### src/rtl/m_trig_pkg.sv
// Shared types and constants for the slope trigger: FSM states, mode codes
// and the helper that maps a mode onto the positive/negative flags.
package m_trig_pkg;

  localparam int MAX_LAG = 16;

  localparam logic [1:0] MODE_OFF  = 2'b00;
  localparam logic [1:0] MODE_RISE = 2'b01;
  localparam logic [1:0] MODE_FALL = 2'b10;
  localparam logic [1:0] MODE_BOTH = 2'b11;

  typedef enum logic [1:0] {
    ST_IDLE,
    ST_FILL,
    ST_ARMED,
    ST_HOLDOFF
  } state_t;

  function automatic logic mode_cond(input logic [1:0] mode,
                                     input logic       pos,
                                     input logic       neg);
    return ((mode == MODE_RISE || mode == MODE_BOTH) && pos) ||
           ((mode == MODE_FALL || mode == MODE_BOTH) && neg);
  endfunction

endpackage

### src/rtl/m_delay_line.sv
// Synchronous-clear shift register; dout is din delayed by DEPTH cycles.
module m_delay_line #(
  parameter int WIDTH = 8,
  parameter int DEPTH = 1
) (
  input  logic             clk,
  input  logic             rst_n,
  input  logic [WIDTH-1:0] din,
  output logic [WIDTH-1:0] dout
);

  logic [WIDTH-1:0] taps [DEPTH];

  always_ff @(posedge clk) begin
    if (!rst_n) begin
      for (int i = 0; i < DEPTH; i++) taps[i] <= '0;
    end else begin
      taps[0] <= din;
      for (int i = 1; i < DEPTH; i++) taps[i] <= taps[i-1];
    end
  end

  assign dout = taps[DEPTH-1];

endmodule

### src/rtl/m_slope_trigger.sv
// Lagged-difference slope detector feeding an arm/holdoff trigger FSM.
// Define M_SLOPE_TRIGGER_HYST_EN to hold HOLDOFF until the slope condition clears.
module m_slope_trigger
  import m_trig_pkg::*;
#(
  parameter int WIDTH     = 8,
  parameter int LAG       = 1,
  parameter int POS_VALUE = 8,
  parameter int NEG_VALUE = 8,
  parameter int HOLDOFF_W = 8
) (
  input  logic                 clk,
  input  logic                 rst_n,
  input  logic [WIDTH-1:0]     in,
  input  logic [1:0]           mode,
  input  logic                 arm,
  input  logic [HOLDOFF_W-1:0] holdoff,
  output logic [WIDTH-1:0]     out,
  output logic signed [WIDTH:0] delta,
  output logic                 positive,
  output logic                 negative,
  output logic                 trig,
  output logic                 armed
);

  localparam int FILL_W = $clog2(MAX_LAG + 2);
  localparam logic [FILL_W-1:0] FILL_MAX = FILL_W'(LAG + 1);
  localparam logic signed [WIDTH:0] POS_TH = (WIDTH+1)'(POS_VALUE);
  localparam logic signed [WIDTH:0] NEG_TH = -((WIDTH+1)'(NEG_VALUE));

  logic [WIDTH-1:0]     s0;
  logic [WIDTH-1:0]     hist;
  logic signed [WIDTH:0] delta_c;
  logic [FILL_W-1:0]    fill_cnt;
  logic                 fill_done;
  logic                 cond;
  logic                 release_ok;
  state_t               state;
  logic [HOLDOFF_W-1:0] hold_cnt;

  m_delay_line #(
    .WIDTH (WIDTH),
    .DEPTH (LAG)
  ) u_delay (
    .clk   (clk),
    .rst_n (rst_n),
    .din   (s0),
    .dout  (hist)
  );

  // Zero-extended operands keep the full +/-(2^WIDTH-1) range without overflow.
  assign delta_c   = $signed({1'b0, s0}) - $signed({1'b0, hist});
  assign fill_done = (fill_cnt == FILL_MAX);
  assign cond      = mode_cond(mode, positive, negative);

`ifdef M_SLOPE_TRIGGER_HYST_EN
  assign release_ok = !cond;
`else
  assign release_ok = 1'b1;
`endif

  always_ff @(posedge clk) begin
    if (!rst_n) begin
      s0       <= '0;
      out      <= '0;
      delta    <= '0;
      positive <= 1'b0;
      negative <= 1'b0;
      fill_cnt <= '0;
    end else begin
      s0       <= in;
      out      <= s0;
      delta    <= delta_c;
      positive <= (delta_c > POS_TH);
      negative <= (delta_c < NEG_TH);
      if (!fill_done) fill_cnt <= fill_cnt + FILL_W'(1);
    end
  end

  // The FSM reacts to the registered flags, giving the 3-cycle in-to-trig latency.
  always_ff @(posedge clk) begin
    if (!rst_n) begin
      state    <= ST_IDLE;
      hold_cnt <= '0;
      trig     <= 1'b0;
      armed    <= 1'b0;
    end else begin
      trig  <= 1'b0;
      armed <= 1'b0;
      if (mode == MODE_OFF) begin
        state <= ST_IDLE;
      end else begin
        case (state)
          ST_IDLE:    if (arm) state <= ST_FILL;
          ST_FILL:    if (fill_done) state <= ST_ARMED;
          ST_ARMED: begin
            if (cond) begin
              trig     <= 1'b1;
              hold_cnt <= holdoff;
              state    <= ST_HOLDOFF;
            end else begin
              armed <= 1'b1;
            end
          end
          ST_HOLDOFF: begin
            if (hold_cnt != '0) hold_cnt <= hold_cnt - HOLDOFF_W'(1);
            else if (release_ok) state <= ST_ARMED;
          end
          default:    state <= ST_IDLE;
        endcase
      end
    end
  end

endmodule

### config.mk
export PLATFORM = sky130hd
export DESIGN_NAME = m_slope_trigger
export DESIGN_NICKNAME = d
export VERILOG_FILES = /design/src/rtl/m_trig_pkg.sv /design/src/rtl/m_delay_line.sv /design/src/rtl/m_slope_trigger.sv
export SDC_FILE = /design/constraint.sdc
export NUM_CORES = 1
export LEC_CHECK = 0
export ABC_AREA = 1
export CORE_MARGIN = 2
export CORE_UTILIZATION = 40
export DETAILED_ROUTE_END_ITERATION = 12
export PLACE_DENSITY = 0.74
export SYNTH_ARGS = -nofsm -noshare
export SYNTH_HDL_FRONTEND = slang
export SYNTH_HIERARCHICAL = 1
export SYNTH_SLANG_ARGS = --single-unit
### constraint.sdc
create_clock -name clk -period 2.1 [get_ports clk]
set_input_delay 0.315 -clock clk [delete_from_list [all_inputs] [get_ports clk]]
set_output_delay 0.315 -clock clk [all_outputs]
set_load 0.005 [all_outputs]
Word-level counts from Yosys, hierarchy flattened
Memory sizes are Yosys's and may differ from the RTL's.
Cells that the tools add are included.
Widths: inputs -> output; s select.
{"block": "totals", "regBits": 44, "latchBits": 0, "mem_bits_rw": 8, "mem_bits_ro": 0, "inputBits": 21, "wordCells": 59, "memories": 1}
{"memory": "u_delay.taps", "depth": 1, "width": 8, "read_ports": 1, "rd_ports_with_merged_regs": 0, "wr": 1, "line_no": "m_delay_line.sv:12", "rtl": "logic [WIDTH-1:0] taps [DEPTH];"}
{"block": "op_classes", "add_sub_neg": 3, "n_mul": 0, "n_div": 0, "n_lt_le_gt_ge": 2, "eq_ne": 12, "shifts": 0, "muxes": 14, "bitwise_logic": 3, "n_reduce_logical": 14}
{"cell": "$mux 8", "n": 3}
{"cell": "$pmux 8 s2", "n": 1}
{"cell": "$ne 2x2->1 const B", "n": 5}
{"cell": "$gt 9x5->1 const B", "n": 1}
{"cell": "$lt 9x4->1 const B", "n": 1}
{"cell": "$sub 8x8->9", "n": 1}
{"cell": "$eq 2x2->1 const B", "n": 4}
{"cell": "$mux 2", "n": 4}
{"cell": "$pmux 2 s4", "n": 1}
{"cell": "$reduce_and 4->1", "n": 2}
{"cell": "$reduce_bool 8->1", "n": 1}
{"cell": "$reduce_or 8->1", "n": 1}
{"cell": "$sub 8x1->8 const B", "n": 1}
{"cell": "$add 5x1->5 const B", "n": 1}
{"cell": "$eq 5x2->1 const B", "n": 1}
{"cell": "$mux 1", "n": 5}
{"cell": "$eq 2x1->1 const B", "n": 2}
{"cell": "$logic_not 2->1", "n": 2}
{"cell": "$logic_or 1x1->1", "n": 3}
{"cell": "$not 1->1", "n": 3}
{"cell": "$reduce_or 3->1", "n": 1}
{"cell": "$logic_and 1x1->1", "n": 2}
{"cell": "$reduce_bool 2->1", "n": 1}
{"cell": "$reduce_or 2->1", "n": 1}

Longest topological paths before layout
Gate-level depths: netlist of the first run.
{"block": "depth", "word_depth": 6, "ltp_mapped": 14, "ltp_nobuf": 14}

By module
The synthesis of the first run kept the hierarchy.
{"module": "m_slope_trigger", "instances": 1, "cells_per_inst": 306, "area_each_um2": 2208.4}
{"module": "m_delay_line", "instances": 1, "cells_per_inst": 25, "area_each_um2": 225.2}

Least setup slack after synthesis of the first run
OpenSTA, ideal clock, no wires.
{"block": "synth_path", "path_type": "register to register", "startpoint": "reg s0[0]", "endpoint": "reg positive", "t_arrival_ns": 1.561, "t_required_ns": 1.991, "path_slack_ns": 0.430, "path_stages_with_launch": 14, "n_path_buf": 0, "cell_sequence": "dfxtp_1 > inv_1 > ha_1 > fa_1 > inv_1 > nand3_1 > nand2_1 > nand2_1 > nand2_1 > nand2_1 > nor2_1 > nand3_1 > nand2_1 > inv_1"}
{"block": "synth_via", "elab_chain_len": 2}
{"item": "from (decl)", "line_no": "m_slope_trigger.sv:31", "rtl": "logic [WIDTH-1:0] s0;"}
{"item": "from (signal assigned)", "line_no": "m_slope_trigger.sv:71", "rtl": "s0 <= in;"}
{"item": "$sub 8x8->9", "line_no": "m_slope_trigger.sv:52", "rtl": "assign delta_c = $signed({1'b0, s0}) - $signed({1'b0, hist});"}
{"item": "$gt 9x5->1", "line_no": "m_slope_trigger.sv:74", "rtl": "positive <= (delta_c > POS_TH);"}
{"item": "to (signal assigned)", "line_no": "m_slope_trigger.sv:74"}
{"item": "to (decl)", "line_no": "m_slope_trigger.sv:20", "rtl": "output logic positive,"}
Every way passes these cells.
A chain may end at the register's enable or synchronous reset.

Worst setup path after layout of the first run
Same ends and word-level chain as after synthesis.

==> results of run 1 <==
==> stage by stage <==
step / hold slack [ns] / power [mW] / instance area (um2) / worst slack [ns] / util [%]
after floorplan: 0.413 / 1.43 / 2430 / 0.430 / -
final: 0.450 / 2.14 / 3000 / 0.267 / 51.0
after global routing: 0.468 / 2.28 / 3000 / 0.0406 / 51.0
after detailed placement: 0.440 / 1.60 / 2910 / 0.303 / 49.5
after CTS: 0.454 / 2.17 / 3000 / 0.276 / 51.0
after global placement: 0.436 / 1.59 / 2910 / 0.343 / 49.5
==> worst min-delay path by stage <==
stage / cells after the start / endpoint / slack [ns] / startpoint
final: 2 / out[0] / 0.45 / s0[0]
after global routing: 2 / u_delay/taps[0][6] / 0.47 / s0[6]
after CTS: 2 / u_delay/taps[0][6] / 0.45 / s0[6]
after detailed placement: 2 / u_delay/taps[0][6] / 0.44 / s0[6]
after global placement: 2 / u_delay/taps[0][0] / 0.44 / s0[0]
after floorplan: 2 / s0[0] / 0.41 / in[0]
==> where the power goes <==
part | total [mW] | internal (mW) | switching [mW] | leakage (nW)
Clock | 0.565 | 0.237 | 0.328 | 0.0445
Sequential | 1.11 | 1.06 | 0.0488 | 0.428
Combinational | 0.465 | 0.219 | 0.246 | 1.04
==> flip-flops by register name, summed over array words and instances, names as in the netlist, 2 cells and up <==
signal,cells
hold_cnt,8
delta,9
fill_cnt,5
out,8
state,2
s0,8
u_delay/taps,8
==> synth_stat cells, drive strengths merged <==
library cell	number	share of area, %
buf	4	1.4
clkbuf	3	0.46
nand2	82	13
ha	12	6.2
or2	2	0.51
inv	70	11
nand3b	1	0.31
nor3	2	0.41
o31a	1	0.36
xor2	3	1.1
nand3	19	3.9
a21oi	18	4.5
nor2	34	6.5
a211oi	1	0.51
xnor2	1	0.36
o21a	2	0.62
fa	1	0.82
nand4	4	1.0
dfxtp	52	43
o21ai	19	4.2
==> per-layer routing <==
metal	up-vias	GRT usage (%)	wire length, um
li1	1093	-	-
met1	878	17.9	2180
met2	43	23.9	1930
met3	3	3.41	192
met4	0	5.83	46
met5	-	0	0
==> cell type report <==
type	count	share of cell area [%]
Clock buffer	5	2.29
Clock inverter	3	0.708
Inverter	70	8.75
Multi-Input combinational cell	202	36.1
Sequential cell	52	34.7
Tap cell	75	3.12
Timing Repair Buffer	44	14.4
==> tightest hold or removal path: cells and delay by family, from the launching register on <==
kind | cells | cell delay, ns
buf+inv | 1 | 0.03
flops | 1 | 0.33
simple gates | 1 | 0.06
==> cells by family after synthesis <==
group / after synthesis / synth area share [%]
AOI/OAI and AO/OA: 41 / 10.2
xor gates and xnor gates: 4 / 1.44
adders and majority gates: 13 / 6.99
buffers and inverters: 77 / 12.7
DFF: 52 / 42.8
and+or+nand+nor: 144 / 25.9
==> flow_metrics.env, run 1 <==
export IMPL_fin_skew_ns=0.00522
export IMPL_via_per_inst=4.47
export IMPL_vias=2017
export IMPL_diodes=0
export IMPL_postCtsSetupBuffers=0
export IMPL_instances_no_fill=451
export IMPL_postCtsHoldBufs=0
export IMPL_path_cells="inv_1, ha_1, fa_1, inv_1, nand3_1, nand2_1, nand2_1, nand2_1, nand2_1, nor2_1, nand3_1, nand2_1, inv_1"
export IMPL_mostFrequentLayoutCells="nand2_1 (78), inv_1 (66), dfxtp_1 (52)"
export IMPL_worstHoldPathType="reg2reg"
export IMPL_ios=42
export IMPL_crit_end="positive"
export IMPL_dp_hpwl_mm=3.34
export IMPL_layout_cells_most_common="nand2_1"
export IMPL_die_h_um=82
export IMPL_drtIter0Drc=77
export IMPL_ys_ff_latch=52
export IMPL_power_leakage_nw=1.52
export IMPL_finalSetupTns_ns=0
export IMPL_worst_setup_path_type="reg2reg"
export IMPL_crit_buf_inv=3
export IMPL_fp_dieW_um=82
export IMPL_synth_area_um2=2430
export IMPL_fmax_mhz=546
export IMPL_cp_common_cell="nand2_1"
export IMPL_grt_pass1_vias=1863
export IMPL_ys_seq_area_share_pct=42.8
export IMPL_r2r_setup_slack_ns=0.27
export IMPL_cts_tree="done"
export IMPL_seq_area_um2=1040
export IMPL_setup_violations=0
export IMPL_r2r_start="s0[0]"
export IMPL_required_ns=2.32
export IMPL_initial_core_util_pct=41.3
export IMPL_antenna_found_initial=0
export IMPL_syn_num_nets=365
export IMPL_place_inst=443
export IMPL_reg2reg_depth=13
export IMPL_track_usage_pct=14.4
export IMPL_wl_per_cell_um=9.63
export IMPL_cpLargestDelayFamily="simple AND/OR/NAND/NOR gates"
export IMPL_fillers=590
export IMPL_antenna_left=0
export IMPL_r2r_end="positive"
export IMPL_routabilityCongestion=0.879
export IMPL_drive_gt1_share_pct=9.04
export IMPL_cpPeakStageDelay_ns=0.39
export IMPL_yosysUniqueCellTypes=30
export IMPL_period_needed_ns=1.83
export IMPL_core_area_um2=5890
export IMPL_rsz0062_at_grt="no"
export IMPL_fin_crit_sh_pct=87.3
export IMPL_cp_slowest_cell="fa_1"
export IMPL_root_buffer="clkbuf_8"
export IMPL_cp_arrival_ns=2.05
export IMPL_h_tree_depth=2
export IMPL_cp_end_kind="register"
export IMPL_ir_worst_vdd_uv=366
export IMPL_clockBufferDepth=2
export IMPL_overflow=0
export IMPL_rows=28
export IMPL_first_pass_iters=4
export IMPL_ys_warn_count=6
export IMPL_numCtsBuffers=5
export IMPL_wl_mm=4.34
export IMPL_cp_max_fo=3
export IMPL_slew_violations=0
export IMPL_cp_depth=13
export IMPL_status="completed"
export IMPL_drc=0
export IMPL_worst_pin_slew_ns=0.504
export IMPL_multi_input_area_um2=1080
export IMPL_path_clk_slew_ns=0.09
export IMPL_grt_max_degree=22
export IMPL_startpoint="s0[0]"
export IMPL_io_buffers=41
export IMPL_cts_resized=0
export IMPL_slew_headroom_pct=66.0
export IMPL_area_growth_pct=23.4
export IMPL_die_area_um2=6720
export IMPL_power_density_nw_per_um2=712
export IMPL_maxCapViolCount=0
export IMPL_clkSinkCount=52
export IMPL_synth_avg_cell_area_um2=7.35
export IMPL_fin_nets=409
export IMPL_grt_pass1_wl_mm=7.58
export IMPL_clock_latency_ns=0.31
export IMPL_synth_cells=331
export IMPL_startpoint_type="register"
export IMPL_hold_viol=0
No activity file was read; power rests on OpenSTA's default activity.
==> run 2: changes to the inputs <==
--- a/config.mk
+++ b/config.mk
@@ -10,6 +10,7 @@
 export CORE_UTILIZATION = 40
 export DETAILED_ROUTE_END_ITERATION = 12
 export PLACE_DENSITY = 0.74
+export SKIP_LAST_GASP = 1
 export SYNTH_ARGS = -nofsm -noshare
 export SYNTH_HDL_FRONTEND = slang
 export SYNTH_HIERARCHICAL = 1
==> results of run 2 <==
Same layout as run 1: the final DEF is identical, and so are final timing and power.
